`config.mk`:
```
export PLATFORM = sky130hd
export DESIGN_NAME = workout_interval_timer_flat
export DESIGN_NICKNAME = d
export VERILOG_FILES = /design/src/rtl/workout_interval_timer_if.sv /design/src/rtl/workout_interval_timer.sv /design/src/flat_wrapper.sv
export SDC_FILE = /design/constraint.sdc
export NUM_CORES = 1
export LEC_CHECK = 0
export ABC_AREA = 1
export BUFFER_PORTS_ARGS = -buffer_cell sky130_fd_sc_hd__buf_2
export CAP_MARGIN = 10
export CORE_ASPECT_RATIO = 0.6
export CORE_MARGIN = 3
export CORE_UTILIZATION = 55
export CTS_CLUSTER_SIZE = 16
export DETAILED_ROUTE_END_ITERATION = 6
export PLACE_DENSITY_LB_ADDON = 0.3
export SETUP_SLACK_MARGIN = 0.1
export SYNTH_ARGS = -nofsm -noshare
export SYNTH_HDL_FRONTEND = slang
export SYNTH_SLANG_ARGS = --single-unit
```
`constraint.sdc`:
```
create_clock -name clk -period 5.7 [get_ports clk]
set_clock_uncertainty 0.1 [all_clocks]
set_input_delay 0.57 -clock clk [delete_from_list [all_inputs] [get_ports clk]]
set_output_delay 0.57 -clock clk [all_outputs]
set_load 0.02 [all_outputs]
```
`src/rtl/workout_interval_timer_if.sv`:
```
// workout_interval_timer_if: controller-to-timer bundle (controls in, countdown/status out)
interface workout_interval_timer_if;
  logic       start_timer;
  logic [1:0] phase;
  logic       skip;
  logic       pause;
  logic       time_done;
  logic [7:0] remaining;
  logic [2:0] minutes;
  logic [2:0] sec_tens;
  logic [3:0] sec_ones;
  logic       running;
  logic       warn;
  modport master (
    output start_timer, phase, skip, pause,
    input  time_done, remaining, minutes, sec_tens, sec_ones, running, warn
  );
  modport slave (
    input  start_timer, phase, skip, pause,
    output time_done, remaining, minutes, sec_tens, sec_ones, running, warn
  );
endinterface

```
`src/rtl/workout_interval_timer.sv`:
```
// workout_interval_timer: shared workout/rest countdown with pause, skip, done pulse and m:ss BCD display
// Ports: clk, reset_n (async, active low); bus (slave) carries start_timer/phase/skip/pause in and
// time_done/remaining/minutes/sec_tens/sec_ones/running/warn out, all outputs registered.
// Optional: define WORKOUT_TIMER_WARN_EN to build the last-three-seconds warn pulse (else warn = 0).
module workout_interval_timer #(
  parameter int WORK_SEC = 30,
  parameter int REST_SEC = 10,
  parameter int DIV      = 1
) (
  input logic clk,
  input logic reset_n,
  workout_interval_timer_if.slave bus
);
  typedef enum logic [2:0] {IDLE, LOAD, RUN, PAUSE, DONE, HOLD} state_t;
  localparam int PW = DIV > 1 ? $clog2(DIV) : 1;
  state_t state_q, state_d;
  logic [1:0] cur_phase_q, cur_phase_d;
  logic [PW-1:0] presc_q, presc_d;
  logic [7:0] rem_q, rem_d;
  logic [2:0] min_q, min_d, tens_q, tens_d;
  logic [3:0] ones_q, ones_d;
  logic done_q, done_d, run_q, run_d;
  logic phase_ok, phase_chg, tick, dec, is_work;
  logic [7:0] dur;
  logic [2:0] dur_min, dur_tens;
  logic [3:0] dur_ones;
  assign phase_ok  = bus.phase == 2'b01 || bus.phase == 2'b10;
  assign phase_chg = phase_ok && bus.phase != cur_phase_q;
  assign tick      = state_q == RUN && presc_q == PW'(DIV - 1);
  assign is_work   = cur_phase_q == 2'b01;
  assign dur       = is_work ? 8'(WORK_SEC) : 8'(REST_SEC);
  assign dur_min   = is_work ? 3'(WORK_SEC / 60) : 3'(REST_SEC / 60);
  assign dur_tens  = is_work ? 3'((WORK_SEC % 60) / 10) : 3'((REST_SEC % 60) / 10);
  assign dur_ones  = is_work ? 4'(WORK_SEC % 10) : 4'(REST_SEC % 10);
  // a tick only counts down when the FSM stays in the interval (skip/re-arm/stop win)
  assign dec       = tick && (state_d == RUN || state_d == DONE);
  always_ff @(posedge clk or negedge reset_n) begin
    if (!reset_n) begin
      state_q     <= IDLE;
      cur_phase_q <= '0;
      presc_q     <= '0;
      rem_q       <= '0;
      min_q       <= '0;
      tens_q      <= '0;
      ones_q      <= '0;
      done_q      <= 1'b0;
      run_q       <= 1'b0;
    end else begin
      state_q     <= state_d;
      cur_phase_q <= cur_phase_d;
      presc_q     <= presc_d;
      rem_q       <= rem_d;
      min_q       <= min_d;
      tens_q      <= tens_d;
      ones_q      <= ones_d;
      done_q      <= done_d;
      run_q       <= run_d;
    end
  end
  always_comb begin
    state_d = state_q;
    case (state_q)
      IDLE:    state_d = phase_ok ? LOAD : IDLE;
      LOAD:    state_d = dur == 8'd0 ? DONE : RUN;
      RUN:     state_d = bus.skip ? HOLD : phase_chg ? LOAD : (tick && rem_q == 8'd1) ? DONE :
                         (bus.pause && !tick) ? PAUSE : RUN;
      PAUSE:   state_d = bus.skip ? HOLD : phase_chg ? LOAD : bus.pause ? PAUSE : RUN;
      DONE:    state_d = HOLD;
      HOLD:    state_d = phase_chg ? LOAD : HOLD;
      default: state_d = IDLE;
    endcase
    if (!bus.start_timer) state_d = IDLE;
  end
  always_comb begin
    cur_phase_d = state_d == LOAD ? bus.phase : cur_phase_q;
    // the RUN cycle that enters PAUSE still counts; PAUSE keeps the residual count
    presc_d = state_q == RUN ? (tick ? '0 : presc_q + 1'b1) : state_q == PAUSE ? presc_q : '0;
    rem_d   = rem_q;
    min_d   = min_q;
    tens_d  = tens_q;
    ones_d  = ones_q;
    if (state_d == IDLE || state_d == HOLD) begin
      rem_d  = '0;
      min_d  = '0;
      tens_d = '0;
      ones_d = '0;
    end else if (state_q == LOAD) begin
      rem_d  = dur;
      min_d  = dur_min;
      tens_d = dur_tens;
      ones_d = dur_ones;
    end else if (dec) begin
      rem_d  = rem_q - 8'd1;
      ones_d = ones_q == 4'd0 ? 4'd9 : ones_q - 4'd1;
      tens_d = ones_q != 4'd0 ? tens_q : tens_q == 3'd0 ? 3'd5 : tens_q - 3'd1;
      min_d  = (ones_q == 4'd0 && tens_q == 3'd0) ? min_q - 3'd1 : min_q;
    end
    done_d = state_d == DONE;
    run_d  = state_d == RUN;
  end
`ifdef WORKOUT_TIMER_WARN_EN
  logic warn_q, warn_d;
  assign warn_d = dec && rem_q >= 8'd2 && rem_q <= 8'd4 && !(cur_phase_q == 2'b10 && REST_SEC < 4);
  always_ff @(posedge clk or negedge reset_n) begin
    if (!reset_n) warn_q <= 1'b0;
    else warn_q <= warn_d;
  end
  assign bus.warn = warn_q;
`else
  assign bus.warn = 1'b0;
`endif
  assign bus.time_done = done_q;
  assign bus.remaining = rem_q;
  assign bus.minutes   = min_q;
  assign bus.sec_tens  = tens_q;
  assign bus.sec_ones  = ones_q;
  assign bus.running   = run_q;
endmodule
```
`src/flat_wrapper.sv`:
```
// flat-port wrapper written by rule: the top's interface ports become plain ports
module workout_interval_timer_flat 
#(
  parameter int WORK_SEC = 30,
  parameter int REST_SEC = 10,
  parameter int DIV      = 1
)
  (clk, reset_n, bus_start_timer, bus_phase, bus_skip, bus_pause, bus_time_done, bus_remaining, bus_minutes, bus_sec_tens, bus_sec_ones, bus_running, bus_warn);
  workout_interval_timer_if bus_i ();
  input logic clk;
  input logic reset_n;
  input wire logic [$bits(bus_i.start_timer)-1:0] bus_start_timer;
  input wire logic [$bits(bus_i.phase)-1:0] bus_phase;
  input wire logic [$bits(bus_i.skip)-1:0] bus_skip;
  input wire logic [$bits(bus_i.pause)-1:0] bus_pause;
  output wire logic [$bits(bus_i.time_done)-1:0] bus_time_done;
  output wire logic [$bits(bus_i.remaining)-1:0] bus_remaining;
  output wire logic [$bits(bus_i.minutes)-1:0] bus_minutes;
  output wire logic [$bits(bus_i.sec_tens)-1:0] bus_sec_tens;
  output wire logic [$bits(bus_i.sec_ones)-1:0] bus_sec_ones;
  output wire logic [$bits(bus_i.running)-1:0] bus_running;
  output wire logic [$bits(bus_i.warn)-1:0] bus_warn;
  assign bus_i.start_timer = bus_start_timer;
  assign bus_i.phase = bus_phase;
  assign bus_i.skip = bus_skip;
  assign bus_i.pause = bus_pause;
  assign bus_time_done = bus_i.time_done;
  assign bus_remaining = bus_i.remaining;
  assign bus_minutes = bus_i.minutes;
  assign bus_sec_tens = bus_i.sec_tens;
  assign bus_sec_ones = bus_i.sec_ones;
  assign bus_running = bus_i.running;
  assign bus_warn = bus_i.warn;
  workout_interval_timer #(.WORK_SEC(WORK_SEC), .REST_SEC(REST_SEC), .DIV(DIV)) u_core (.clk(clk), .reset_n(reset_n), .bus(bus_i));
endmodule
```
# ---- Word level (Yosys, flattened, before mapping)
# Cells that the tools add are included.
dict set report word_totals {
  ff_bits 26
  input_bits 7
  output_inout_bits 21
  word_cells 84
}
dict set report classes {
  add_sub_neg 5
  n_eq_ne 16
  muxes 33
  bitwise_logic 1
  n_reduce_logical 20
}
# cell count
set op_table {}
lappend op_table {{$mux 3} 17}
lappend op_table {{$mux 8} 3}
lappend op_table {{$pmux 3 s6} 1}
lappend op_table {{$mux 4} 4}
lappend op_table {{$eq 3x3->1 const B} 4}
lappend op_table {{$eq 3x2->1 const B} 3}
lappend op_table {{$logic_not 3->1} 3}
lappend op_table {{$eq 8x1->1 const B} 1}
lappend op_table {{$logic_not 8->1} 1}
lappend op_table {{$sub 8x1->8 const B} 1}
lappend op_table {{$eq 3x1->1 const B} 2}
lappend op_table {{$logic_and 1x1->1} 6}
lappend op_table {{$mux 1} 6}
lappend op_table {{$reduce_bool 3->1} 2}
lappend op_table {{$sub 3x1->3 const B} 2}
lappend op_table {{$mux 5} 1}
lappend op_table {{$eq 2x1->1 const B} 2}
lappend op_table {{$logic_not 4->1} 1}
lappend op_table {{$reduce_and 2->1} 2}
lappend op_table {{$reduce_bool 4->1} 1}
lappend op_table {{$sub 4x1->4 const B} 1}
lappend op_table {{$logic_or 1x1->1} 3}
lappend op_table {{$ne 3x1->1 const B} 1}
lappend op_table {{$eq 2x2->1 const B} 1}
lappend op_table {{other kinds (6)} 6}

# ---- Longest topological paths before layout
dict set report logic_depth {
  depth_word 16
  ltp_mapped 17
}

# ---- Worst setup path before layout
# No wires, ideal clock.
dict set report synth_path {
  path_kind {reg-to-reg}
  start {register u_core.rem_q[1], in the netlist u_core.bus.remaining[1]}
  end {register u_core.tens_q[0], in the netlist u_core.bus.sec_tens[0]}
  setup_time_ns 0.117
  arrival_ns 1.876
  required_time_ns 5.483
  path_slack_ns 3.606
  stages_incl_launch_ff 17
  n_path_buf 1
  cell_sequence {dfrtp_1 -> inv_1 -> ha_1 -> nand2_1 -> nor2_1 -> nand2_2 -> nand3_2 -> nand2_4 -> nand2_4 -> nand2_1 -> nand2_2 -> nand2_4 -> nor2_8 -> nand2_8 -> buf_12 -> nand3_1 -> nand2_1}
}
dict set report synth_between {
  elab_chain_cells 12
}
# element line_no
set synth_lines {}
lappend synth_lines {{start: declaration} workout_interval_timer.sv:19} ;# logic [7:0] rem_q, rem_d;
lappend synth_lines {{start signal: assignment} workout_interval_timer.sv:52} ;# rem_q <= rem_d;
lappend synth_lines {{$eq 8x1->1 *} workout_interval_timer.sv:65} ;# RUN: state_d = bus.skip ? HOLD : phase_chg ? LOAD : (tick && rem_q == 8'd1) ? DONE :
lappend synth_lines {{$logic_and 1x1->1 *} workout_interval_timer.sv:65}
lappend synth_lines {{$mux 3 * (3 in series)} workout_interval_timer.sv:65}
lappend synth_lines {{$pmux 3 s6 *} workout_interval_timer.sv:62} ;# case (state_q)
lappend synth_lines {{$mux 3 *} workout_interval_timer.sv:72} ;# if (!bus.start_timer) state_d = IDLE;
lappend synth_lines {{$eq 3x2->1 or $eq 3x3->1 (tied branches)} workout_interval_timer.sv:36} ;# assign dec = tick && (state_d == RUN || state_d == DONE);
lappend synth_lines {{$logic_or 1x1->1} workout_interval_timer.sv:36}
lappend synth_lines {{$logic_and 1x1->1} workout_interval_timer.sv:36}
lappend synth_lines {{$reduce_bool 3->1 (no source line)} -}
lappend synth_lines {{$reduce_and 2->1 (no source line)} -}
lappend synth_lines {{end signal: assignment} workout_interval_timer.sv:54} ;# tens_q <= tens_d;
lappend synth_lines {{end: declaration} workout_interval_timer.sv:20} ;# logic [2:0] min_q, min_d, tens_q, tens_d;
# Mark *: on every way between the ends. The rest lies on a longest branch, timed or not.
# A chain may end at the register's enable or synchronous reset.

# ---- Worst setup path after layout
dict set report layout_path {
  start {register u_core.state_q[1]}
  end {register u_core.tens_q[0], in the netlist u_core.bus.sec_tens[0]}
}
dict set report layout_between {
  elab_chain_cells 15
}
# element line_no
set layout_lines {}
lappend layout_lines {{start: declaration} workout_interval_timer.sv:16} ;# state_t state_q, state_d;
lappend layout_lines {{start signal: assignment} workout_interval_timer.sv:49} ;# state_q <= state_d;
lappend layout_lines {{$eq 3x2->1} {workout_interval_timer.sv:29, workout_interval_timer.sv:62}}
lappend layout_lines {{$logic_and 1x1->1} workout_interval_timer.sv:29} ;# assign tick = state_q == RUN && presc_q == PW'(DIV - 1);
lappend layout_lines {{$logic_not 1->1} workout_interval_timer.sv:66} ;# (bus.pause && !tick) ? PAUSE : RUN;
lappend layout_lines {{$logic_and 1x1->1} workout_interval_timer.sv:66}
lappend layout_lines {{$mux 1} workout_interval_timer.sv:66}
lappend layout_lines {{$mux 3 (3 in series)} workout_interval_timer.sv:65}
lappend layout_lines {{$pmux 3 s6} workout_interval_timer.sv:62}
lappend layout_lines {{$mux 3} workout_interval_timer.sv:72}
lappend layout_lines {{$eq 3x2->1 or $eq 3x3->1 (tied branches)} workout_interval_timer.sv:36}
lappend layout_lines {{$logic_or 1x1->1} workout_interval_timer.sv:36}
lappend layout_lines {{$logic_and 1x1->1} workout_interval_timer.sv:36}
lappend layout_lines {{$reduce_bool 3->1 (no source line)} -}
lappend layout_lines {{$reduce_and 2->1 (no source line)} -}
# Parallel ways exist; a longest one is shown, timed or not.

==> qor.yml <==
grt_pass1_wl_mm: 6.39
slowest_delay_ns: 0.52
cp.required_ns: 5.76
ys_types: 30
antenna_left: 0
synth_top_family_by_area: "simple AND/OR/NAND/NOR gates"
start_util_pct: 62.2
status: "finished clean"
period_needed_ns: 2.37
multiInputGateArea_sq_um: 870
grt_usage_pct: 20.9
max_slew.worst_pin.slew_ns: 0.573
synth_simple_gate_area_share_pct: 35.4
antenna_found_initial: 0
vias: 1454
ys_seq_elements: 26
r2r_slack_ns: 3.33
die_area_sq_um: 3770
dp_hpwl_mm: 2.72
cts_buffers: 3
r2r-end: "u_core.bus.sec_tens[0]"
clock_sinks: 26
drtPass1Iterations: 4
ioPinCount: 28
synth_compound_area_share_pct: 8.58
wl_per_cell_um: 12.6
dp_slack_ns: 3.36
ctsResizeCount: 0
yosysWarnings: 0
drive_gt1_share_pct: 22.6
cts_tree: "yes"
period_share_pct: 41.6
maxCapViolations: 0
cp-start-kind: "register"
fillers: 231
p_leak_nw: 1.06
regArea_sq_um: 651
fp.dieH_um: 48.8
hp-class: "primary input to asynchronous set/reset pin"
setup_violations: 0
crit_type: "register to register"
fp.dieW_um: 77.3
synth_adder_area_share_pct: 4.48
worst_path_max_delay_cell: "nor3_4"
critical_path.max_fanout: 17
max_slew_margin_pct: 61.7
hold_slack_ns: 0.186
drcViolationCount: 0
p_per_area_nw_per_um2: 401
grt_max_degree: 27
synthMuxAreaShare_pct: 0
coreArea_sq_um: 2700
finalSetupTns_ns: 0
r2r-start: "u_core.state_q[1]"
vdd_drop_max_uv: 307
post_cts_buffers: 0
row_count: 14
seq_area_frac_synth_pct: 38.8
syn-num-nets: 229
overflow: 0
layout_commonest_cell: "nand2_1"
nNetsFinal: 257
syn_area_sq_um: 1680
place.gp.congestion: 0.821
rsz0062_at_grt: "false"
clockBufferDepth: 2
drt_iter0_markers: 50
insertion_delay_ns: 0.27
crit_family: "simple AND/OR/NAND/NOR gates"
port_buffers: 26
path_cells: "nor3_4 -> inv_2 -> nand2_4 -> nand2_4 -> nand2_1 -> nand2_2 -> nand2_4 -> nor2_8 -> nand2_8 -> nand2_1 -> nand2_1 -> nand2_1"
reg2reg_depth: 12
htreeDepth: 1
path_common_cell: "nand2_1"
slew_violations: 0
fmax_mhz: 421
worst_slack_ns: 3.33
antenna_cells: 0
finalHoldViolCount: 0
avgSynthCellArea_sq_um: 7.76
worstSetupEndpointType: "register"
area_delta_synth_final_pct: 13.1
grt_pass1_vias: 1427
drt-total-wl_mm: 3.57
cts_hold_buf: 0
synth_xor_area_share_pct: 3.13
crit_arrival_ns: 2.43
final_cell_mix: "nand2_1 (49), inv_1 (31), nor2_1 (27)"
syn_inst: 216
avgViaCountPerCell: 5.14
clkTransAtPathRegs_ns: 0.09
clock_tree.root_cell: "clkbuf_8"
crit_buf_inv: 1
worst max path at each step:
stage | startpoint | to | depth (start not counted)
after global routing | u_core.state_q[1] | u_core.bus.sec_tens[0] | 12
after CTS | u_core.state_q[1] | u_core.bus.sec_tens[0] | 12
after floorplan | u_core.bus.remaining[1] | u_core.bus.sec_tens[0] | 16
final | u_core.state_q[1] | u_core.bus.sec_tens[0] | 12
after global placement | bus_phase[0] | u_core.bus.sec_tens[0] | 17
after detailed placement | bus_phase[0] | u_core.bus.sec_tens[0] | 17
flip-flops by register name, summed over array words and instances, names as in the netlist:
| register | flops |
|---|---|
| u_core.bus.minutes | 3 |
| u_core.bus.remaining | 8 |
| u_core.bus.running | 1 |
| u_core.bus.sec_ones | 4 |
| u_core.bus.sec_tens | 3 |
| u_core.bus.time_done | 1 |
| u_core.cur_phase_q | 2 |
| u_core.presc_q | 1 |
| u_core.state_q | 3 |
cells in the mapped netlist:
cell / n / area [sq um]
nand2_1: 49 / 184
inv_1: 31 / 116
nor2_1: 27 / 101
dfrtp_1: 26 / 651
nand3_1: 15 / 75.1
o21ai_0: 12 / 60.1
nor3_1: 7 / 35.0
ha_1: 6 / 75.1
nand2_2: 5 / 31.3
o21ai_2: 5 / 43.8
nand2_4: 4 / 45.0
xor2_1: 4 / 35.0
nand3_2: 3 / 30.0
nand4_1: 3 / 18.8
inv_2: 2 / 7.51
o21a_1: 2 / 15.0
xnor2_1: 2 / 17.5
a21oi_1: 1 / 5.00
a21oi_2: 1 / 8.76
a31oi_1: 1 / 6.26
buf_12: 1 / 20.0
buf_2: 1 / 5.00
buf_4: 1 / 7.51
conb_1: 1 / 3.75
nand2_8: 1 / 20.0
nor2_4: 1 / 11.3
nor2_8: 1 / 20.0
nor3_4: 1 / 16.3
o21ai_1: 1 / 5.00
or2_2: 1 / 6.26
layer usage:
| layer | wire (um) | global-route usage [%] | vias up |
|---|---|---|---|
| met5 | 0 | 0 | - |
| met4 | 51 | 5.92 | 0 |
| met3 | 172 | 5.19 | 6 |
| met2 | 1560 | 31.4 | 45 |
| met1 | 1780 | 29.9 | 669 |
| li1 | - | - | 734 |
where the power goes:
| part | total [mW] | internal (mW) | switching (mW) |
|---|---|---|---|
| Sequential | 0.259 | 0.221 | 0.0376 |
| Combinational | 0.352 | 0.120 | 0.232 |
| Clock | 0.149 | 0.0939 | 0.0554 |
worst register-to-register path, stage by stage, from the launching register on:
cell,delay (ns)
dfrtp_1,0.46
nor3_4,0.52
inv_2,0.19
nand2_4,0.13
nand2_4,0.07
nand2_1,0.09
nand2_2,0.08
nand2_4,0.15
nor2_8,0.08
nand2_8,0.16
nand2_1,0.12
nand2_1,0.08
nand2_1,0.06
cell type report:
cell class / count / area share, %
multi-input combinational: 154 / 45.9
tap: 40 / 2.64
timing repair buffer: 26 / 6.86
inverter: 33 / 6.53
sequential: 26 / 34.3
clock inverter: 1 / 1.58
clock buffer: 3 / 2.18
through the flow:
stage,util (%),power (mW),instance area (sq um),instances
6_report,70.3,0.760,1900,283
5_1_grt,70.3,0.820,1900,283
4_1_cts,70.3,0.763,1900,283
3_5_place_dp,67.6,0.603,1820,279
3_3_place_gp,67.6,0.597,1820,279
2_1_floorplan,-,0.525,1680,216
cells by family (layout without fill, tap and decap cells):
| family | after synthesis | in the layout |
|---|---|---|
| compound gates | 23 | 23 |
| xor+xnor | 6 | 6 |
| fa+ha+maj | 6 | 6 |
| buf+inv | 36 | 63 |
| flops | 26 | 26 |
| other cells | 1 | 1 |
| simple gates | 118 | 118 |
Power figures use the tool's default switching activity.
